[src/rtl/countdown_timer.sv]
// ============================================================================
//  Module      : countdown_timer
//  Description : Preset min:sec countdown at 0.1 s resolution with run/pause
//                toggle, stop/reload and a done flag.
//  Revision    : 1.0 - initial release
// ============================================================================
`default_nettype none

module countdown_timer #(
    parameter int TICK_DIV = 5_000_000
) (
    input  logic       Clk,
    input  logic       Rst,
    input  logic       fStart,
    input  logic       fStop,
    input  logic [5:0] iPresetMin,
    input  logic [5:0] iPresetSec,
    output logic [5:0] oMin,
    output logic [5:0] oSec,
    output logic [3:0] oTenth,
    output logic       oRun,
    output logic       oDone
);

    localparam int c_presc_w = (TICK_DIV > 1) ? $clog2(TICK_DIV) : 1;
    localparam logic [c_presc_w-1:0] c_tick_last = c_presc_w'(TICK_DIV - 1);

    typedef enum logic [1:0] {
        S_IDLE  = 2'd0,
        S_RUN   = 2'd1,
        S_PAUSE = 2'd2,
        S_DONE  = 2'd3
    } state_t;

    state_t                 state_q, state_d;
    logic [c_presc_w-1:0]   presc_q, presc_d;
    logic [5:0]             min_q, min_d;
    logic [5:0]             sec_q, sec_d;
    logic [3:0]             tenth_q, tenth_d;
    logic                   start_hist_q, start_hist_d;
    logic                   stop_hist_q, stop_hist_d;

    logic       start_press, stop_press, tick;
    logic [5:0] preset_min_sat, preset_sec_sat;
    logic       preset_zero;
    logic [5:0] dec_min, dec_sec;
    logic [3:0] dec_tenth;
    logic       dec_zero;

    assign start_press    = start_hist_q & ~fStart;
    assign stop_press     = stop_hist_q & ~fStop;
    assign tick           = (presc_q == c_tick_last);
    assign preset_min_sat = (iPresetMin > 6'd59) ? 6'd59 : iPresetMin;
    assign preset_sec_sat = (iPresetSec > 6'd59) ? 6'd59 : iPresetSec;
    assign preset_zero    = (preset_min_sat == 6'd0) && (preset_sec_sat == 6'd0);

    // One-tenth decrement with borrow; minutes never go below zero.
    always_comb begin
        dec_min   = min_q;
        dec_sec   = sec_q;
        dec_tenth = tenth_q;
        if (tenth_q != 4'd0) begin
            dec_tenth = tenth_q - 4'd1;
        end else begin
            dec_tenth = 4'd9;
            if (sec_q != 6'd0) begin
                dec_sec = sec_q - 6'd1;
            end else begin
                dec_sec = 6'd59;
                if (min_q != 6'd0) begin
                    dec_min = min_q - 6'd1;
                end
            end
        end
        dec_zero = (dec_min == 6'd0) && (dec_sec == 6'd0) && (dec_tenth == 4'd0);
    end

    always_comb begin
        state_d      = state_q;
        presc_d      = presc_q;
        min_d        = min_q;
        sec_d        = sec_q;
        tenth_d      = tenth_q;
        start_hist_d = fStart;
        stop_hist_d  = fStop;

        case (state_q)
            S_IDLE: begin
                min_d   = preset_min_sat;
                sec_d   = preset_sec_sat;
                tenth_d = 4'd0;
                if (start_press && !stop_press && !preset_zero) begin
                    state_d = S_RUN;
                    presc_d = '0;
                end
            end
            S_RUN: begin
                if (stop_press) begin
                    state_d = S_IDLE;
                end else begin
                    presc_d = tick ? '0 : presc_q + c_presc_w'(1);
                    if (tick) begin
                        min_d   = dec_min;
                        sec_d   = dec_sec;
                        tenth_d = dec_tenth;
                    end
                    // Reaching zero takes precedence over a coincident pause.
                    if (tick && dec_zero) begin
                        state_d = S_DONE;
                    end else if (start_press) begin
                        state_d = S_PAUSE;
                    end
                end
            end
            S_PAUSE: begin
                if (stop_press) begin
                    state_d = S_IDLE;
                end else if (start_press) begin
                    state_d = S_RUN;
                end
            end
            S_DONE: begin
                if (stop_press || start_press) begin
                    state_d = S_IDLE;
                end
            end
            default: state_d = S_IDLE;
        endcase
    end

    always_ff @(posedge Clk) begin
        if (!Rst) begin
            state_q      <= S_IDLE;
            presc_q      <= '0;
            min_q        <= 6'd0;
            sec_q        <= 6'd0;
            tenth_q      <= 4'd0;
            start_hist_q <= 1'b1;
            stop_hist_q  <= 1'b1;
        end else begin
            state_q      <= state_d;
            presc_q      <= presc_d;
            min_q        <= min_d;
            sec_q        <= sec_d;
            tenth_q      <= tenth_d;
            start_hist_q <= start_hist_d;
            stop_hist_q  <= stop_hist_d;
        end
    end

    assign oMin   = min_q;
    assign oSec   = sec_q;
    assign oTenth = tenth_q;
    assign oRun   = (state_q == S_RUN);
    assign oDone  = (state_q == S_DONE);

endmodule

`default_nettype wire
[config.mk]
export PLATFORM = sky130hd
export DESIGN_NAME = countdown_timer
export DESIGN_NICKNAME = d
export VERILOG_FILES = /design/src/rtl/countdown_timer.sv
export SDC_FILE = /design/constraint.sdc
export NUM_CORES = 1
export LEC_CHECK = 0
export BUFFER_PORTS_ARGS = -buffer_cell sky130_fd_sc_hd__clkbuf_2
export CAP_MARGIN = 40
export CORE_MARGIN = 4
export CORE_UTILIZATION = 25
export DETAILED_ROUTE_END_ITERATION = 7
export PLACE_DENSITY = 0.51
export SYNTH_ARGS = -nofsm -noshare
export SYNTH_HDL_FRONTEND = slang
export SYNTH_SLANG_ARGS = --single-unit
[constraint.sdc]
create_clock -name Clk -period 1.9 [get_ports Clk]
set_input_delay 0.285 -clock Clk [delete_from_list [all_inputs] [get_ports Clk]]
set_output_delay 0.285 -clock Clk [all_outputs]
set_load 0.02 [all_outputs]
* Word level (Yosys, flattened, before mapping) *
Cells that the tools add are included.

word-level totals
  logic and storage cells = 78
  bits of input ports = 16
  register bits = 43
  output and inout port bits = 18

cells by class
  $add $sub $neg = 4
  eq/ne operators = 10
  bitwise gates (word level) = 4
  muxes and demuxes = 29
  reduce and logical (&&, ||, !) cells = 22
  order comparisons = 2

operators by type and width
  cell                                                  number
  two-way mux 23 bit                                    3
  two-way mux 6 bit                                     11
  one-hot mux 23 bit (2 select lines)                   1
  zero test 6 bit                                       4
  one-hot mux 6 bit (2 select lines)                    2
  adder 23 x 1 -> 23 bit, second input constant         1
  equality test 23 bit, second input constant           1
  two-way mux 2 bit                                     7
  greater-than comparator 6 bit, second input constant  2
  two-way mux 4 bit                                     3
  nonzero test 6 bit                                    2
  subtractor 6 x 1 -> 6 bit, second input constant      2
  one-hot mux 2 bit (4 select lines)                    1
  one-hot mux 4 bit (2 select lines)                    1
  logical AND 1 bit                                     6
  AND reduction 3 bit                                   2
  equality test 2 bit, second input constant            2
  zero test 4 bit                                       1
  != test 2 x 1 -> 1 bit, second input constant         2
  != test 2 bit, second input constant                  2
  != test 4 x 1 -> 1 bit, second input constant         1
  AND reduction 4 bit                                   1
  nonzero test 4 bit                                    1
  subtractor 4 x 1 -> 4 bit, second input constant      1
  other kinds (8)                                       11

* Logic depth before layout (Yosys ltp) *
  depth after elaboration = 11
  mapped depth = 9
  gate-level depth less buffers = 8

* Worst setup path before layout *
Ideal clock, no wire load.

  path kind = reg2reg
  start point = register sec_q[0], in the netlist oSec[0]
  end point = register state_q[0]
  stages on the path, launching flop included = 10
  period minus slack after synthesis = 2.186 ns
  path slack = -0.286 ns
  data required time = 1.830 ns
  buffers on the path = 1
  arrival time = 2.116 ns
  cells stage by stage = dfxtp_1 -> inv_1 -> ha_1 -> nor4b_4 -> and3_1 -> buf_6 -> a21oi_1 -> o2111ai_1 -> or4_1 -> a21oi_1

between the ends
  cells in the longest elaborated chain, start to end = 10
  elaborated cells between the ends (all ways) = 16
  those cells by class = 1 x add/sub; 1 x eq/ne; 7 x mux; 7 x reduce/logical

ends and longest elaborated chain
  item                                                                    line    text
  from (decl)                                                             38      logic [5:0] sec_q, sec_d;
  from (signal assigned)                                                  136     sec_q <= 6'd0;
  from (signal assigned)                                                  144     sec_q <= sec_d;
  subtractor 6 x 1 -> 6 bit / nonzero test 6 bit (equally long branches)  67, 66
  two-way mux 6 bit                                                       66      if (sec_q != 6'd0) begin
  two-way mux 6 bit                                                       62      if (tenth_q != 4'd0) begin
  zero test 6 bit                                                         75      dec_zero = (dec_min == 6'd0) && (dec_sec == 6'd0) && (dec_tenth == 4'd0);
  logical AND 1 bit (*) (2 in a row)                                      75
  logical AND 1 bit (*)                                                   108     if (tick && dec_zero) begin
  two-way mux 2 bit                                                       108
  two-way mux 2 bit                                                       98      if (stop_press) begin
  one-hot mux 2 bit (4 select lines)                                      87      case (state_q)
  to (signal assigned)                                                    141     state_q <= state_d;
  to (decl)                                                               35      state_t state_q, state_d;

Mark *: on every way between the ends. The rest lies on a longest branch, timed or not.
A chain may end at the register's enable or synchronous reset.

* Worst setup path after layout *
  start point = register sec_q[1], in the netlist oSec[1]
  end point = register state_q[0]

The elaborated chain is that of the path after synthesis.

==> impl_metrics.ini <==
[synth]
synth-adder-area-share = 0.0191
ys_ff_latch = 43
synthesis.nets = 351
synth_area_per_cell_um2 = 7.90
yosys.area.top_type_share = 0.329
yosysSeqAreaShare = 0.329
synth_edf_count = 0
synth_top_family_by_area = simple AND/OR/NAND/NOR gates
synth_top_area_cell = dfxtp_1
async_flop_share = 0
synth-compound-area-share = 0.208
syn_area_um2 = 2620
synth_mux_area_frac = 0.0196
synthSimpleGateAreaFrac = 0.326
syn_inst = 331
yosysWarnings = 0
synth_ff_type = dfxtp_1
synth-xor-area-share = 0.0469
synthDistinctLibCells = 61
synthTopCellsByArea = dfxtp_1 33%, nor2_1 5.0%, nand2_1 4.2%

[setup_path]
path_class = register to register
required_ns = 2.14
reg2reg_from = oSec[1]
endpoint_kind = register
crit_path_start_kind = register
reg2reg_slack_ns = -0.24
worstPathArrival_ns = 2.38
crit_fanout = 4
rr_worst_depth = 8
rr_endpoint = state_q[0]

[layout]
final_net_count = 459
diodes = 0
layout_commonest_cell = buf_4
area_growth_pct = 44.7
layout_common_cells = 81 x buf_4, 33 x nor2_1, 33 x clkbuf_2, 30 x dfxtp_1, 28 x nand2_1
layout-drive-gt1-share = 0.409

[clock_tree]
root_buffer = clkbuf_8
numCtsBuffers = 5
cts_tree = built
insertion_delay_ns = 0.30
cts.clk_slew.worst_paths_ns = 0.09
cts.sinks = 43
clockBufferDepth = 2
htree_levels = 2

[placement]
io_buffers = 33
dp_hpwl_um = 6170
dp_slack_ns = -0.224
place.gp.congestion = 0.839

[power]
p_int_w = 0.00147
p_per_area_nw_per_um2 = 569
clkPwrFrac = 0.270
peakVddDrop_mv = 0.258
swShare = 0.319
combPwrFrac = 0.279
p_leak_nw = 1.54
p_sw_w = 0.000687
power_frac_seq = 0.451

[global_routing]
gr-total-overflow = 0
grt_pass1_vias = 2744
track_usage = 0.136
antenna_found_initial = 0
grt_pass1_wl_um = 13200
grt_max_degree = 20

[floorplan]
io_pins = 34
dieArea_um2 = 12200
start_util = 0.254
core_um2 = 10300
die-width_um = 110
rows = 37
die_y_um = 110

[drt]
drc = 0
ant_nets = 0
via_per_inst = 4.99
dr.pass1.iters = 4
routed_wl_um = 8110
post_drt_wl_per_cell_um = 14.1
vias = 2877
initialDrtViolationCount = 176

[sta]
setup_viol = 10
finalHoldViolCount = 0
hold_slack_ns = 0.180
rsz0062_at_grt = yes
fin_crit_ns = 2.14
drv_slew = 0
skew_ns = 0.00699
max_freq_mhz = 468
max_slew.worst_pin.slew_ns = 0.566
max_slew_margin = 0.620
final.period_utilization = 1.13
final.setup.worst_slack_ns = -0.238

[hold_path]
min-delay-path-class = input pin to register
hold_path.startpoint = fStart
holdPathStages = 2
holdPathEnd = start_hist_q

[outcome]
status = finished, violations left
violations = setup timing

[flow_run]
cap_viol_max_count = 0
-- power groups by stage --
stage / registers (W) / clock network [W] / logic [W]
after floorplan: 0.00103 / 0 / 0.000272
after global placement: 0.000987 / 0 / 0.000539
after detailed placement: 0.000987 / 0 / 0.000543
after CTS: 0.000967 / 0.000609 / 0.000553
after global routing: 0.000975 / 0.000637 / 0.000661
final: 0.000970 / 0.000582 / 0.000601
-- sequential cells by signal, indices dropped and copies added, names as in the netlist --
name / flops
presc_q: 23
start_hist_q: 1
state_q: 2
oTenth: 4
oMin: 6
oSec: 6
stop_hist_q: 1
-- cells in the mapped netlist (3+ instances only) --
cell type   n
a21boi_0    5
a21o_1      3
a21oi_1    18
a31oi_1     5
and3_1      3
and4_1      5
buf_2       4
clkbuf_1   11
dfxtp_1    43
ha_1        4
inv_1      10
mux2i_1     4
nand2_1    29
nand2b_1    6
nand3_1    13
nand4_1    13
nor2_1     35
nor2b_1     4
nor3_1     11
nor3b_1     3
nor4_1     12
o2111ai_1   3
o211ai_1    6
o21a_1      3
o21ai_0    12
o22ai_1     5
o31ai_1     3
or3_1       6
xnor2_1     9
xor2_1      5
-- metal layers --
| metal | vias to the layer above | routed length [um] | GRT usage |
|---|---|---|---|
| li1 | 1447 | - | - |
| met1 | 1344 | 3680 | 0.180 |
| met2 | 78 | 3890 | 0.231 |
| met3 | 8 | 450 | 0.0233 |
| met4 | 0 | 96 | 0.0317 |
| met5 | - | 0 | 0 |
-- worst max path at each step --
stage | from | end | slack, ns
detailed placement | oSec[1] | state_q[0] | -0.22
floorplan | oTenth[1] | state_q[0] | -0.07
finish | oSec[1] | state_q[0] | -0.24
global placement | oSec[2] | state_q[0] | -0.17
CTS | oSec[1] | state_q[0] | -0.22
global route | oSec[1] | state_q[0] | -0.37
-- metrics by stage --
step | power (W) | instances | cell area [um2] | util | setup TNS, ns
6_report | 0.00215 | 576 | 3780 | 0.368 | -0.585
5_1_grt | 0.00227 | 576 | 3780 | 0.368 | -3.30
4_1_cts | 0.00213 | 572 | 3630 | 0.353 | -0.486
3_5_place_dp | 0.00153 | 561 | 3490 | 0.340 | -1.67
3_3_place_gp | 0.00153 | 561 | 3490 | 0.340 | -1.24
2_1_floorplan | 0.00130 | 331 | 2650 | - | -0.0665
-- worst max-delay path, stage by stage (launching register included) --
cell     delay [ns]
dfxtp_4        0.36
inv_4          0.05
ha_4           0.13
nor4b_4        0.23
nand4_1        0.24
mux2i_2        0.30
nand4_1        0.15
or4_1          0.48
a21oi_1        0.13
-- what timing repair did --
item / 4_1_cts / 5_1_grt
gates resized for setup: 11 / 38
pin swaps: 9 / 14
setup buffers: 3 / 4
hold buffers: 0 / 0
setup endpoints to repair: 33 / 42
-- area by class of cell --
class	instances	area, um2
fillers	1083	6490
clock buffers	5	68.8
well taps	136	170
repair buffers	120	841
flip-flops and latches	43	882
inverters	10	43.8
clock inverters	3	15.0
multi-input cells	259	1760
-- cell families after synthesis --
| group | after synthesis |
|---|---|
| adders and majority gates | 4 |
| buffers and inverters | 29 |
| AOI/OAI and AO/OA | 80 |
| DFF | 43 |
| and+or+nand+nor | 156 |
| xor gates and xnor gates | 14 |
| muxes | 5 |
(Power assumes the default switching activity.)
